[src/rtl/led_pwm_pkg.sv]
// led_pwm_pkg: shared constants, duty type and fade-step helper
// for the LED PWM fader (channel layout R0-3, G0-3, B0-3).
package led_pwm_pkg;

  localparam int NUM_LEDS   = 4;
  localparam int CH_PER_LED = 3;
  localparam int NUM_CH     = NUM_LEDS * CH_PER_LED;
  localparam int CH_R_BASE  = 0;
  localparam int CH_G_BASE  = 4;
  localparam int CH_B_BASE  = 8;

  typedef logic [7:0] duty_t;

  // One ramp step toward target, clamped so it never overshoots.
  // step == 0 snaps straight to target.
  function automatic duty_t fade_next(
    input duty_t duty,
    input duty_t target,
    input duty_t step
  );
    logic [8:0]        up;
    logic signed [9:0] dn;
    duty_t             res;
    up  = {1'b0, duty} + {1'b0, step};
    dn  = $signed({2'b00, duty}) - $signed({2'b00, step});
    res = target;
    if (step != '0 && duty < target) begin
      if (up < {1'b0, target}) res = up[7:0];
    end else if (step != '0 && duty > target) begin
      if (dn > $signed({2'b00, target})) res = dn[7:0];
    end
    return res;
  endfunction

endpackage

[src/rtl/led_pwm_fader_channel.sv]
// led_fade_channel: one PWM channel (duty ramp, brightness latch, compare).
// Ports: clk, resetn, boundary, target, brightness, pwm_cnt, enable -> led.
module led_fade_channel
  import led_pwm_pkg::*;
#(
  parameter int FADE_STEP = 16
) (
  input  logic       clk,
  input  logic       resetn,
  input  logic       boundary,
  input  duty_t      target,
  input  logic [7:0] brightness,
  input  logic [7:0] pwm_cnt,
  input  logic       enable,
  output logic       led
);

  localparam duty_t STEP = duty_t'(FADE_STEP);

  duty_t       duty;
  duty_t       eff;
  duty_t       duty_nxt;
  logic [16:0] prod;

  always_comb begin
    duty_nxt = fade_next(duty, target, STEP);
    prod     = {9'b0, duty_nxt} * ({9'b0, brightness} + 17'd1);
  end

  // eff only moves at the period boundary, so the PWM
  // waveform never changes shape mid-period.
  always_ff @(posedge clk or negedge resetn) begin
    if (!resetn) begin
      duty <= '0;
      eff  <= '0;
      led  <= 1'b0;
    end else begin
      if (boundary) begin
        duty <= duty_nxt;
        eff  <= duty_t'(prod >> 8);
      end
      led <= enable && (pwm_cnt < eff);
    end
  end

endmodule

[src/rtl/led_pwm_fader.sv]
// led_pwm_fader: 12-pin PWM LED driver with brightness and fade ramps.
// Ports: clk, resetn, led_in[8], brightness[8], enable -> led_out[12], period_start.
module led_pwm_fader
  import led_pwm_pkg::*;
#(
  parameter int PRESCALE  = 4,
  parameter int ON_LEVEL  = 255,
  parameter int FADE_STEP = 16
) (
  input  logic              clk,
  input  logic              resetn,
  input  logic [7:0]        led_in,
  input  logic [7:0]        brightness,
  input  logic              enable,
  output logic [NUM_CH-1:0] led_out,
  output logic              period_start
);

  localparam logic [15:0] PS_LAST = 16'(PRESCALE - 1);
  localparam duty_t       ON      = duty_t'(ON_LEVEL);

  logic [15:0]       presc;
  logic [7:0]        pwm_cnt;
  logic              tick;
  logic              boundary;
  logic [NUM_CH-1:0] on;

  assign tick     = (presc == PS_LAST);
  assign boundary = tick && (pwm_cnt == 8'hFF);

  always_ff @(posedge clk or negedge resetn) begin
    if (!resetn) begin
      presc        <= '0;
      pwm_cnt      <= '0;
      period_start <= 1'b0;
    end else begin
      presc        <= tick ? '0 : presc + 16'd1;
      period_start <= boundary;
      if (tick) pwm_cnt <= pwm_cnt + 8'd1;
    end
  end

  // Blue is lit only when both request bits of an LED are set.
  always_comb begin
    on = '0;
    for (int i = 0; i < NUM_LEDS; i++) begin
      on[CH_R_BASE+i] = led_in[2*i];
      on[CH_G_BASE+i] = led_in[2*i+1];
      on[CH_B_BASE+i] = led_in[2*i] & led_in[2*i+1];
    end
  end

  for (genvar ch = 0; ch < NUM_CH; ch++) begin : g_ch
    led_fade_channel #(
      .FADE_STEP(FADE_STEP)
    ) u_ch (
      .clk       (clk),
      .resetn    (resetn),
      .boundary  (boundary),
      .target    (on[ch] ? ON : duty_t'(0)),
      .brightness(brightness),
      .pwm_cnt   (pwm_cnt),
      .enable    (enable),
      .led       (led_out[ch])
    );
  end

endmodule

[config.mk]
export PLATFORM = sky130hd
export DESIGN_NAME = led_pwm_fader
export DESIGN_NICKNAME = d
export VERILOG_FILES = /design/src/rtl/led_pwm_pkg.sv /design/src/rtl/led_pwm_fader_channel.sv /design/src/rtl/led_pwm_fader.sv
export SDC_FILE = /design/constraint.sdc
export NUM_CORES = 2
export LEC_CHECK = 0
export CORE_UTILIZATION = 65
export CTS_BUF_LIST = sky130_fd_sc_hd__clkbuf_2 sky130_fd_sc_hd__clkbuf_4 sky130_fd_sc_hd__clkbuf_8
export DETAILED_ROUTE_END_ITERATION = 8
export GPL_TIMING_DRIVEN = 0
export PLACE_DENSITY = 0.82
export SLEW_MARGIN = 10
export SYNTH_ARGS = -nofsm -noshare
export SYNTH_HDL_FRONTEND = slang
export SYNTH_HIERARCHICAL = 1
export SYNTH_SLANG_ARGS = --single-unit
[constraint.sdc]
create_clock -name clk -period 10.15 [get_ports clk]
set_input_delay 1.5225 -clock clk [delete_from_list [all_inputs] [get_ports clk]]
set_output_delay 1.5225 -clock clk [all_outputs]
set_load 0.02 [all_outputs]
# Word-level counts from Yosys, hierarchy flattened
# Index checks and enable logic that the tools add are counted.
# classes
order_cmp,60
addsub,27
muxes,61
reduce_logical,13
mul,12
n_bitwise,4
n_eq_ne,2
# ops
op,count
2-to-1 mux 8 bit,60
multiplier 8 x 17 -> 16 bit,12
< comparator 8 bit,24
greater-than comparator 10 x 9 -> 1 bit,12
"adder 8 x 5 -> 9 bit, second input constant",12
< comparator 9 x 8 -> 1 bit,12
"subtractor 8 x 5 -> 9 bit, second input constant",12
greater-than comparator 8 bit,12
"adder 16 x 1 -> 16 bit, second input constant",1
"equality test 16 x 2 -> 1 bit, second input constant",1
2-to-1 mux 16 bit,1
logical AND 1 bit,13
"adder 8 x 1 -> 9 bit, second input constant",1
"adder 8 x 1 -> 8 bit, second input constant",1
"equality test 8 bit, second input constant",1
AND 1 bit,4
# word_totals
word_cells,218
regBits,229
output_inout_bits,13
input_bits,19

# Logic depth before layout (Yosys ltp)
# logic_depth
word_depth,7
ltp_mapped,31
mapped_depth_nobuf,30

# Cells and area by module
# Netlist, hierarchy kept.
# modules_own_cells
module,seq_area_each_um2,cells_each,area_each_um2,n_inst
led_fade_channel (g_ch[0].u_ch ...),425.4,399,3457.1,8
led_fade_channel (g_ch[8].u_ch),425.4,414,3572.2,1
led_fade_channel (g_ch[9].u_ch),425.4,410,3549.7,1
led_fade_channel (g_ch[6].u_ch),425.4,403,3500.9,1
led_fade_channel (g_ch[7].u_ch),425.4,399,3462.1,1
led_pwm_fader,625.6,92,1136.1,1

# Worst setup path before layout
# No wires, ideal clock.
# synth_path
path_type,input -> register
startpoint,input port led_in[2]
endpoint,register g_ch[9].u_ch.eff[7]
arrival_ps,8044
slack_ps,1967
t_required_ps,10011
path_stages,27
path_buffers,2
setup_time_ps,139
path_cell_list,and2_1 -> inv_1 -> ha_1 -> nand2_1 -> nor3b_1 -> a21o_1 -> mux2_4 -> buf_6 -> a221o_1 -> clkbuf_1 -> or2_2 -> fa_1 -> fa_1 -> inv_1 -> fa_1 -> inv_1 -> fa_1 -> inv_1 -> ha_1 -> a21oi_1 -> o22ai_1 -> nor2_1 -> o31a_1 -> mux2i_1 -> a211o_1 -> and4_1 -> or4_1
# synth_between
elab_chain_len,7
word_cells_on_any_way,11
classes_between,mul (1); order compare (4); mux (5); bitwise (1)
# synth_rtl
element,line_no,rtl
"start, declared",led_pwm_fader.sv:12,"input logic [7:0] led_in,"
AND 1 bit *,led_pwm_fader.sv:49,on[CH_B_BASE+i] = led_in[2*i] & led_in[2*i+1];
2-to-1 mux 8 bit *,led_pwm_fader.sv:60,".target (on[ch] ? ON : duty_t'(0)),"
greater-than comparator 10 x 9 -> 1 bit,led_pwm_pkg.sv:30,"if (dn > $signed({2'b00, target})) res = dn[7:0];"
2-to-1 mux 8 bit,led_pwm_pkg.sv:30,
2-to-1 mux 8 bit,led_pwm_pkg.sv:29,end else if (step != '0 && duty > target) begin
2-to-1 mux 8 bit *,led_pwm_pkg.sv:27,if (step != '0 && duty < target) begin
multiplier 8 x 17 -> 16 bit *,led_pwm_fader_channel.sv:27,"prod = {9'b0, duty_nxt} * ({9'b0, brightness} + 17'd1);"
"end signal, assigned",led_pwm_fader_channel.sv:40,eff <= duty_t'(prod >> 8);
"end, declared",led_pwm_fader_channel.sv:21,duty_t eff;
# Mark *: on every way between the ends. The rest lies on a longest branch, timed or not.
# A chain may end at the register's enable or synchronous reset.

# Worst setup path in the final report
# layout_path
startpoint,input port led_in[1]
endpoint,register g_ch[8].u_ch.eff[7]
# layout_between
elab_chain_len,7
word_cells_on_any_way,11
classes_between,mul (1); order compare (4); mux (5); bitwise (1)
# layout_rtl
element,line_no,rtl
AND 1 bit *,led_pwm_fader.sv:49,
via on[8],led_pwm_fader.sv:26,logic [NUM_CH-1:0] on;
2-to-1 mux 8 bit *,led_pwm_fader.sv:60,
greater-than comparator 10 x 9 -> 1 bit,led_pwm_pkg.sv:30,
2-to-1 mux 8 bit,led_pwm_pkg.sv:30,
2-to-1 mux 8 bit,led_pwm_pkg.sv:29,
2-to-1 mux 8 bit *,led_pwm_pkg.sv:27,
multiplier 8 x 17 -> 16 bit *,led_pwm_fader_channel.sv:27,
"end signal, assigned",led_pwm_fader_channel.sv:40,
"end, declared",led_pwm_fader_channel.sv:21,
# The timed path passes the listed nets; every way through them passes the cells marked *.

==> flow_summary.json <==
{
  "muxShareOfSynthArea_pct": 4.00,
  "finalNonFillerCells": 5894,
  "initial_utilization_pct": 66.2,
  "route.detailed.drc": 0,
  "drive_above_1_share_pct": 7.60,
  "nNetsFinal": 6184,
  "cts_tree": "built",
  "first_iter_violations": 2203,
  "fill_cells": 4884,
  "finalCritPeriodShare_pct": 95.8,
  "placed_cells": 5805,
  "clkLatencyLatePin_ns": 0.66,
  "ys_seq_elements": 229,
  "setup_viol": 0,
  "hp-start": "g_ch[8].u_ch/eff[5]",
  "viasPerCell": 5.80,
  "tightest_slew_ns": 1.15,
  "finalClockSkew_ns": 0.0459,
  "synthesis.nets": 6095,
  "cp_max_fo": 19,
  "hold_viol_final": 0,
  "worstPathRequired_ns": 10.67,
  "clock-sinks": 229,
  "r2r_start": "g_ch[9].u_ch/duty[4]",
  "final_util_pct": 70.4,
  "hold-path-cell-count": 2,
  "grt_max_degree": 97,
  "relSlewSlack_pct": 23.5,
  "hold_path_class": "reg -> reg",
  "grt_use_total_pct": 30.4,
  "worstSetupPathType": "in -> reg",
  "num_rows": 93,
  "drt-wirelength-per-cell_um": 16.6,
  "worst_setup_path_end_kind": "flip-flop",
  "cts-resized-gates": 0,
  "die_h_um": 259,
  "cts_made_buffers": 47,
  "core_um2": 64800,
  "final_common_cell": "nor2_1",
  "die_w_um": 259,
  "fin_crit_ns": 9.73,
  "dpl-instance-area_um2": 44400,
  "die_area_um2": 67000,
  "fmax_mhz": 103,
  "max-vdd-ir-drop_mv": 0.150,
  "wirelength_mm": 97.6,
  "postCtsSetupRepairBufs": 0,
  "synth_edf_count": 0,
  "ant_nets": 0,
  "rsz0062_at_grt": "no",
  "total_leakage_power_nw": 23.4,
  "clock_path_buffers": 3,
  "gp_congestion": 0.892,
  "synth-compound-area-share_pct": 9.60,
  "synth_cell_types": 87,
  "ctsRootBufferMaster": "clkbuf_8",
  "syn_area_um2": 42900,
  "ys_warn_count": 6,
  "area_delta_synth_final_pct": 6.38,
  "post-place-ws_ns": -0.300,
  "hold_buffers": 0,
  "grt_pass1_vias": 35284,
  "startpoint_type": "input pin",
  "pin_count": 32,
  "clkTransAtPathRegs_ns": 0.06,
  "reg2reg_depth": 28,
  "grt-ovfl-total": 0,
  "synth_flop_cell": "dfrtp_1",
  "cts_max_level": 2,
  "antenna_found_initial": 3,
  "drt-pass1-iter-count": 6,
  "final_cell_mix": "nor2_1, inv_1, ha_1",
  "grt_pass1_wl_mm": 168,
  "synth_top_family_by_area": "adder cells",
  "critical_path_arrival_ns": 10.25,
  "synth_seq_area_share_pct": 13.4,
  "cap_violations": 0,
  "reg2reg_slack_ns": 2.20,
  "synth_simple_gate_area_share_pct": 17.5,
  "async_flop_share_pct": 100,
  "drv_slew": 0,
  "worst_slack_ns": 0.422,
  "synthXorXnorAreaFrac_pct": 5.29,
  "fin_area_um2": 45600,
  "synthAdderAreaFrac_pct": 42.4,
  "portBuffers": 31,
  "synth.avg_cell_area_um2": 8.73,
  "hpwl_mm": 75.1,
  "powerDensity_nw_per_um2": 203,
  "vias": 34160,
  "status": "finished, final reports clean",
  "netlist_instances": 4910,
  "min_to": "g_ch[8].u_ch/eff[5]",
  "r2r-end": "g_ch[9].u_ch/eff[7]"
}
==> critical path, stage by stage <==
cell             delay (ns)
clkdlybuf4s50_1        1.04
and2_1                 0.71
inv_1                  0.26
ha_1                   0.37
a21oi_1                0.14
o21ai_0                0.18
a21oi_1                0.20
o21ba_2                0.19
mux2i_1                0.60
mux2i_2                0.69
or2_2                  0.24
fa_1                   0.44
fa_1                   0.55
inv_1                  0.05
fa_1                   0.47
inv_1                  0.05
fa_1                   0.48
inv_1                  0.05
ha_1                   0.29
a21oi_1                0.15
o22ai_1                0.09
nor2_1                 0.13
o31ai_1                0.11
a21oi_1                0.21
a221oi_2               0.12
nor3_2                 0.26
nor3_1                 0.09
or4b_1                 0.53
==> cell families (layout without fill, tap and decap cells) <==
logic type / Yosys count / in the layout
adder cells (fa/ha/maj): 1166 / 1166
multiplexers: 151 / 151
AO/OA/AOI/OAI: 605 / 605
flip-flops: 229 / 229
AND/OR/NAND/NOR: 1617 / 1617
buffers and inverters: 884 / 1011
XOR/XNOR: 258 / 258
other: 0 / 2
==> layout make-up <==
cell class | instances | area, um2 | share of cell area, %
antenna | 2 | 5.00 | 0.0110
multi-input combinational | 3797 | 33800 | 74.1
clock buffer | 71 | 915 | 2.01
sequential | 229 | 5730 | 12.6
buffer | 73 | 308 | 0.675
tap | 855 | 1070 | 2.35
timing repair buffer | 40 | 473 | 1.04
clock inverter | 16 | 264 | 0.579
inverter | 811 | 3040 | 6.67
==> state kept, by name, indices dropped and copies added (netlist names) <==
signal and cells:
presc 16, period_start 1, pwm_cnt 8, g_ch.u_ch/led 12, g_ch.u_ch/duty 96, g_ch.u_ch/eff 96
==> metrics by stage <==
| step | TNS, ns | total power, mW | hold slack, ns |
|---|---|---|---|
| after detailed placement | -1.07 | 7.98 | 0.465 |
| after global placement | -697.13 | 7.72 | 0.463 |
| after global routing | 0 | 10.4 | 0.508 |
| after CTS | 0 | 9.32 | 0.487 |
| final | 0 | 9.27 | 0.489 |
| after floorplan | 0 | 6.55 | 0.443 |
==> worst max-delay path by stage <==
stage                     startpoint  depth (start not counted)              endpoint  slack [ns]
final                      led_in[1]                         28   g_ch[8].u_ch/eff[7]        0.42
after global routing       led_in[1]                         28   g_ch[8].u_ch/eff[7]       0.006
after CTS                  led_in[1]                         28   g_ch[8].u_ch/eff[7]        0.39
after detailed placement   led_in[1]                         28   g_ch[8].u_ch/eff[7]       -0.30
after global placement        resetn                          1  g_ch[2].u_ch/duty[0]       -3.10
after floorplan            led_in[2]                         27   g_ch[9].u_ch/eff[7]        1.97
==> Yosys cell counts, types with 14 or more instances <==
cell	n	area share, %
dfrtp_1	229	13
fa_1	480	22
nand2_1	204	1.8
a31oi_1	51	0.74
nand3_1	115	1.3
o21bai_1	19	0.33
a211oi_1	14	0.25
ha_1	686	20
nand2b_1	53	0.77
o211ai_2	21	0.61
buf_1	20	0.18
and3_1	22	0.32
o22ai_1	22	0.32
inv_1	811	7.1
nor2_1	854	7.5
mux2i_1	104	2.4
xnor2_1	156	3.2
a21o_1	63	1.1
a21oi_1	216	2.5
o21ai_0	74	0.86
mux2_2	25	0.66
and2_1	22	0.32
nor2b_1	43	0.63
nor3_1	38	0.44
xor2_1	101	2.1
or2_2	159	2.3
nand4_1	20	0.29
clkbuf_1	45	0.39
==> routing by layer <==
layer	global-route usage (%)	part of all wire (%)	up-vias
met5	0.570	0.054	-
met4	12.2	4.2	2
met3	5.07	7.1	236
met2	49.7	46	1040
met1	40.3	43	16675
li1	-	-	16207
==> where the power goes <==
| part | switching, mW | leakage, nW | internal [mW] |
|---|---|---|---|
| clock | 0.488 | 0.612 | 0.755 |
| combinational | 4.09 | 20.5 | 3.01 |
| sequential | 0.00189 | 2.29 | 0.916 |
(Power assumes the default switching activity.)
